## src/rtl/light_switch_pkg.sv

```systemverilog
// Shared types for the light switch controller.
package light_switch_pkg;

    typedef enum logic [1:0] {
        ST_OFF  = 2'b00,
        ST_ON   = 2'b01,
        ST_WARN = 2'b10
    } state_t;

endpackage

```

## src/rtl/light_switch_if.sv

```systemverilog
// Switch/LED signal bundle between the board pins and the light switch controller.
interface light_switch_if;

    logic       sw;
    logic       auto_off_en;
    logic       led;
    logic [1:0] state;
    logic       press;

    modport master (output sw, output auto_off_en, input led, input state, input press);
    modport slave  (input sw, input auto_off_en, output led, output state, output press);

endinterface

```

## src/rtl/switch_debouncer.sv

```systemverilog
// Two-flop synchroniser, stability-count debouncer and registered rising-edge pulse.
module switch_debouncer #(
    parameter int unsigned DEBOUNCE_CYCLES = 50000
) (
    input  logic clk,
    input  logic rst_n,
    input  logic sw_raw,
    output logic sw_db,
    output logic rise_pulse
);

    localparam int unsigned CW = $clog2(DEBOUNCE_CYCLES + 1);

    logic          sync1;
    logic          sync2;
    logic          db_prev;
    logic [CW-1:0] cnt;

    // Level only follows the synchronised input after it has differed for DEBOUNCE_CYCLES cycles.
    always_ff @(posedge clk or negedge rst_n) begin
        if (!rst_n) begin
            sync1      <= 1'b0;
            sync2      <= 1'b0;
            sw_db      <= 1'b0;
            cnt        <= '0;
            db_prev    <= 1'b0;
            rise_pulse <= 1'b0;
        end else begin
            sync1 <= sw_raw;
            sync2 <= sync1;
            if (sync2 == sw_db) begin
                cnt <= '0;
            end else if (cnt == CW'(DEBOUNCE_CYCLES)) begin
                sw_db <= sync2;
                cnt   <= '0;
            end else begin
                cnt <= cnt + CW'(1);
            end
            db_prev    <= sw_db;
            rise_pulse <= sw_db & ~db_prev;
        end
    end

endmodule

```

## src/rtl/light_switch_ctrl.sv

```systemverilog
// Push-to-toggle LED controller with optional auto-off timeout and pre-off warning phase.
// Define LIGHT_SWITCH_BLINK_WARN_EN to blink the LED during the warning phase.
module light_switch_ctrl
    import light_switch_pkg::*;
#(
    parameter int unsigned DEBOUNCE_CYCLES   = 50000,
    parameter int unsigned AUTO_OFF_CYCLES   = 500000000,
    parameter int unsigned WARN_CYCLES       = 100000000,
    parameter int unsigned BLINK_HALF_CYCLES = 12500000
) (
    input logic           clk,
    input logic           rst_n,
    light_switch_if.slave bus
);

    localparam int unsigned TW = $clog2(AUTO_OFF_CYCLES + 1);

    if (DEBOUNCE_CYCLES < 1 || WARN_CYCLES < 1 || WARN_CYCLES >= AUTO_OFF_CYCLES ||
        BLINK_HALF_CYCLES < 1) begin : g_bad_params
        $error("light_switch_ctrl: invalid parameter set");
    end

    state_t        state_q;
    state_t        state_d;
    logic [TW-1:0] timer_q;
    logic [TW-1:0] timer_d;
    logic [TW-1:0] timer_dec;
    logic          tick;
    logic          sw_db;
    logic          press_evt;
    logic          warn_led;
    logic          led_d;

    switch_debouncer #(
        .DEBOUNCE_CYCLES (DEBOUNCE_CYCLES)
    ) u_debouncer (
        .clk        (clk),
        .rst_n      (rst_n),
        .sw_raw     (bus.sw),
        .sw_db      (sw_db),
        .rise_pulse (bus.press)
    );

    // A pulse always coincides with a high clean level; qualifying keeps the FSM tied to it.
    assign press_evt = bus.press & sw_db;

    // Next state and timer; a press takes priority over any timer event in the same cycle.
    always_comb begin
        state_d   = state_q;
        timer_d   = timer_q;
        timer_dec = timer_q - TW'(1);
        tick      = (state_q != ST_OFF) && bus.auto_off_en && (timer_q != '0);
        unique case (state_q)
            ST_OFF: begin
                if (press_evt) state_d = ST_ON;
            end
            ST_ON: begin
                if (press_evt) state_d = ST_OFF;
                else if (tick && timer_dec == TW'(WARN_CYCLES)) state_d = ST_WARN;
            end
            ST_WARN: begin
                if (press_evt || !bus.auto_off_en) state_d = ST_ON;
                else if (tick && timer_dec == '0) state_d = ST_OFF;
            end
            default: state_d = ST_OFF;
        endcase
        if (state_d == ST_ON && state_q != ST_ON) begin
            timer_d = TW'(AUTO_OFF_CYCLES);
        end else if (tick) begin
            timer_d = timer_dec;
        end
    end

`ifdef LIGHT_SWITCH_BLINK_WARN_EN
    localparam int unsigned BW = $clog2(BLINK_HALF_CYCLES + 1);

    logic [BW-1:0] blink_cnt_q;
    logic [BW-1:0] blink_cnt_d;
    logic          blink_q;
    logic          blink_d;

    // Phase starts high on WARN entry and flips every BLINK_HALF_CYCLES cycles while in WARN.
    always_comb begin
        blink_cnt_d = '0;
        blink_d     = 1'b0;
        if (state_d == ST_WARN) begin
            if (state_q != ST_WARN) begin
                blink_d = 1'b1;
            end else if (blink_cnt_q == BW'(BLINK_HALF_CYCLES - 1)) begin
                blink_d = ~blink_q;
            end else begin
                blink_d     = blink_q;
                blink_cnt_d = blink_cnt_q + BW'(1);
            end
        end
    end

    always_ff @(posedge clk or negedge rst_n) begin
        if (!rst_n) begin
            blink_cnt_q <= '0;
            blink_q     <= 1'b0;
        end else begin
            blink_cnt_q <= blink_cnt_d;
            blink_q     <= blink_d;
        end
    end

    assign warn_led = blink_d;
`else
    assign warn_led = 1'b1;
`endif

    assign led_d = (state_d == ST_ON) || ((state_d == ST_WARN) && warn_led);

    always_ff @(posedge clk or negedge rst_n) begin
        if (!rst_n) begin
            state_q <= ST_OFF;
            timer_q <= '0;
            bus.led <= 1'b0;
        end else begin
            state_q <= state_d;
            timer_q <= timer_d;
            bus.led <= led_d;
        end
    end

    assign bus.state = 2'(state_q);

endmodule

```

## src/flat_wrapper.sv

```systemverilog
// flat-port wrapper written by rule: the top's interface ports become plain ports
module light_switch_ctrl_flat import light_switch_pkg::*;
#(
    parameter int unsigned DEBOUNCE_CYCLES   = 50000,
    parameter int unsigned AUTO_OFF_CYCLES   = 500000000,
    parameter int unsigned WARN_CYCLES       = 100000000,
    parameter int unsigned BLINK_HALF_CYCLES = 12500000
)
  (clk, rst_n, bus_sw, bus_auto_off_en, bus_led, bus_state, bus_press);
  light_switch_if bus_i ();
  input logic clk;
  input logic rst_n;
  input wire logic [$bits(bus_i.sw)-1:0] bus_sw;
  input wire logic [$bits(bus_i.auto_off_en)-1:0] bus_auto_off_en;
  output wire logic [$bits(bus_i.led)-1:0] bus_led;
  output wire logic [$bits(bus_i.state)-1:0] bus_state;
  output wire logic [$bits(bus_i.press)-1:0] bus_press;
  assign bus_i.sw = bus_sw;
  assign bus_i.auto_off_en = bus_auto_off_en;
  assign bus_led = bus_i.led;
  assign bus_state = bus_i.state;
  assign bus_press = bus_i.press;
  light_switch_ctrl #(.DEBOUNCE_CYCLES(DEBOUNCE_CYCLES), .AUTO_OFF_CYCLES(AUTO_OFF_CYCLES), .WARN_CYCLES(WARN_CYCLES), .BLINK_HALF_CYCLES(BLINK_HALF_CYCLES)) u_core (.clk(clk), .rst_n(rst_n), .bus(bus_i));
endmodule
```

## config.mk

```make
export PLATFORM = sky130hd
export DESIGN_NAME = light_switch_ctrl_flat
export DESIGN_NICKNAME = d
export VERILOG_FILES = /design/src/rtl/light_switch_pkg.sv /design/src/rtl/light_switch_if.sv /design/src/rtl/switch_debouncer.sv /design/src/rtl/light_switch_ctrl.sv /design/src/flat_wrapper.sv
export SDC_FILE = /design/constraint.sdc
export NUM_CORES = 1
export LEC_CHECK = 0
export CELL_PAD_IN_SITES_DETAIL_PLACEMENT = 1
export CELL_PAD_IN_SITES_GLOBAL_PLACEMENT = 2
export CORE_ASPECT_RATIO = 1.25
export CORE_MARGIN = 2
export CORE_UTILIZATION = 44
export CTS_BUF_LIST = sky130_fd_sc_hd__clkbuf_4
export DETAILED_ROUTE_END_ITERATION = 16
export PLACE_DENSITY = 0.88
export SLEW_MARGIN = 15
export SYNTH_ARGS = -nofsm -noshare
export SYNTH_HDL_FRONTEND = slang
export SYNTH_SLANG_ARGS = --single-unit
```

## constraint.sdc

```tcl
create_clock -name clk -period 9 [get_ports clk]
set_input_delay 1.8 -clock clk [delete_from_list [all_inputs] [get_ports clk]]
set_output_delay 1.8 -clock clk [all_outputs]
set_load 0.05 [all_outputs]
```

==> metrics.txt <==
status=completed; TritonRoute pass-1 iters=4; Antenna Nets Post-Route=0; register area=1330 sq um; Top FF cell, synth=dfrtp_1; 1st-iter DRT viols=82; period utilization=0.488; Multi-input gate area=1700 sq um; clk_lat worst skew=0.39 ns; Worst path depth=9; Worst slew margin=0.430; CP Capture Type=flip-flop; starting density of the core=0.457; die area=7990 sq um; HP Class=flip-flop to flip-flop; Final Cell Area=3360 sq um; TritonCTS clock tree=built; delay-heaviest family, CP=simple AND/OR/NAND/NOR gates; Critical Path Start Type=input port; Syn. warnings=0; all-layer global routing usage=0.212; # diodes=0; initial antenna violation count=0; critical path arrival=4.67 ns; clock skew=0.0169 ns; I/O Buffers=7; Synth Net Count=356; die height=99.5 um; crit-path cells=clkdlybuf4s50_1 -> o21a_1 -> o31ai_4 -> nor4_1 -> o2111ai_2 -> a21o_1 -> ha_1 -> and2_1 -> or3_1; final WL=7670 um; syn_area_per_cell=9.27 sq um; routed length per instance=17.6 um; Min Clock Period, post-route=4.39 ns; max cap viols=0; DRC Markers=0; Num CTS Buffers=5; first-pass GRT wire length=13200 um; Post-CTS Resized=0; Worst-path clk slew=0.16 ns; Async S/R FF share, synth=1.00; CP Class=input port to flip-flop; FMAX=228 MHz; number of synthesized register bits=53; Fill cells=857; row cnt=34; die width=80.4 um; Required @ worst endpoint=9.28 ns; length in cells of the worst reg-to-reg path=10; final setup violation count=0; largest net degree at the start of global routing=54; largest stage delay on the critical path=0.49 ns; post-synthesis sequential area ratio=0.413; # IOs=8; Post-synth EDFFs=0; final hold vios=0; worst-margin pin slew=0.847 ns; CORE AREA=7020 sq um; root buf cell=clkbuf_4; Detail Placement HPWL=5600 um; peak supply drop=0.0693 mV; Gate Count Post-Synth=346; CP max FO=18; worst path buffer plus inverter count=1; Lkg Pwr=0.00158 uW; vias post-DR=2492; Layout Area Growth over Synthesis=4.76%; post-CTS setup buffer count=0; Hold Path Depth=0; share of layout cells above drive strength 1=0.0751; synth unique cells=55; Power Dens Cells=124 nW/um^2; Final TNS setup=0 ns; Layout Nets=355; vias in the first global route=2624; Util after Layout=0.479; Area after DPL=3260 sq um; Congestion Overflow GR=0; hold_buf cts=0; clk sinks=53; synthesized area=3210 sq um; H-tree Lvls=2; Pins Over Slew Limit=0; via/cell ratio=5.72; gp weighted congestion=0.830; Bufs on Longest Clock Path=2; RSZ-0062 raised after global routing=no; Crit-path slowest cell=clkdlybuf4s50_1
[worst paths after layout]
path | startpoint | end | slack [ns]
max | bus_auto_off_en | u_core.timer_q[19] | 4.61
min | u_core.u_debouncer.sync1 | u_core.u_debouncer.sync2 | 0.37
max reg2reg | u_core.timer_q[17] | u_core.timer_q[19] | 4.85
min reg2reg | u_core.u_debouncer.sync1 | u_core.u_debouncer.sync2 | 0.37
max in group asynchronous | rst_n | u_core.timer_q[26] | 7.02
min in group asynchronous | rst_n | u_core.u_debouncer.cnt[3] | 1.51
[area by class of cell]
type / count / area share
inverters: 11 / 0.0123
flip-flops and latches: 53 / 0.395
repair buffers: 9 / 0.0238
well taps: 90 / 0.0335
clock buffers: 5 / 0.0112
clock inverters: 3 / 0.0194
multi-input cells: 265 / 0.505
[report_power, final]
part           internal (uW)  switching [uW]
Clock                   86.0            78.6
Sequential               240            2.17
Combinational           2.93            7.55
[logic make-up after synthesis]
logic type	Yosys count	share of synthesized area
fa+ha+maj	6	0.0234
compound gates	41	0.0881
flops	53	0.413
buf+inv	28	0.0573
xor+xnor	43	0.117
simple gates	172	0.290
mux	3	0.0101
[placed cells by master (no fill, tap or decap), drive strengths merged, types with 2 or more instances in the layout]
master	netlist	final
dfrtp	53	53
o31a	2	2
xor2	25	25
a21o	3	3
and2	2	2
nor4	15	15
a21oi	13	13
and4	2	2
or2b	3	3
clkbuf	11	5
nor2	40	40
nand2	28	28
and3	10	10
bufinv	0	2
nor4b	3	3
nand3	21	21
ha	6	6
o21ai	8	8
o2111ai	3	3
mux2	2	2
xnor2	18	18
inv	11	11
nand3b	2	2
nor3	16	16
a31oi	4	4
or4	7	7
nand4	5	5
clkdlybuf4s50	0	6
buf	6	3
or3	12	12
[metrics by stage]
| step | setup slack [ns] | instances | power [uW] | hold WS [ns] |
|---|---|---|---|---|
| 3_3_place_gp | 4.33 | 428 | 257 | 0.335 |
| 2_1_floorplan | 5.19 | 346 | 249 | 0.331 |
| 3_5_place_dp | 4.18 | 428 | 257 | 0.337 |
| 6_report | 4.61 | 436 | 417 | 0.371 |
| 5_1_grt | 4.35 | 436 | 433 | 0.406 |
| 4_1_cts | 4.59 | 436 | 423 | 0.373 |
[layer usage]
| layer | global-route usage | up-vias | wire length (um) |
|---|---|---|---|
| met5 | 0 | - | 0 |
| met4 | 0.0613 | 0 | 123 |
| met3 | 0.0272 | 10 | 127 |
| met2 | 0.395 | 17 | 4170 |
| met1 | 0.249 | 1253 | 3250 |
| li1 | - | 1212 | - |
[synth_stat cells, types with 4 or more instances]
| master | number | area share |
|---|---|---|
| dfrtp_1 | 53 | 0.41 |
| nor2_1 | 40 | 0.047 |
| nand2_1 | 28 | 0.033 |
| xor2_1 | 25 | 0.068 |
| nand3_1 | 21 | 0.033 |
| xnor2_1 | 18 | 0.049 |
| nor3_1 | 16 | 0.025 |
| a21oi_1 | 13 | 0.020 |
| nor4_1 | 13 | 0.025 |
| or3_1 | 12 | 0.023 |
| inv_1 | 11 | 0.013 |
| and3_1 | 8 | 0.016 |
| o21ai_0 | 7 | 0.011 |
| clkbuf_8 | 6 | 0.026 |
| ha_1 | 6 | 0.023 |
| nand4_1 | 5 | 0.0098 |
| or4_1 | 5 | 0.012 |
| a31oi_1 | 4 | 0.0078 |
| clkbuf_1 | 4 | 0.0047 |
[registers in the layout (all words and copies together), names as in the netlist]
| name | count |
|---|---|
| u_core.bus.state | 2 |
| u_core.timer_q | 29 |
| u_core.u_debouncer.rise_pulse | 1 |
| u_core.u_debouncer.sync1 | 1 |
| u_core.u_debouncer.sync2 | 1 |
| u_core.u_debouncer.db_prev | 1 |
| u_core.u_debouncer.cnt | 16 |
| u_core.bus.led | 1 |
| u_core.u_debouncer.sw_db | 1 |
(Power assumes the default switching activity.)
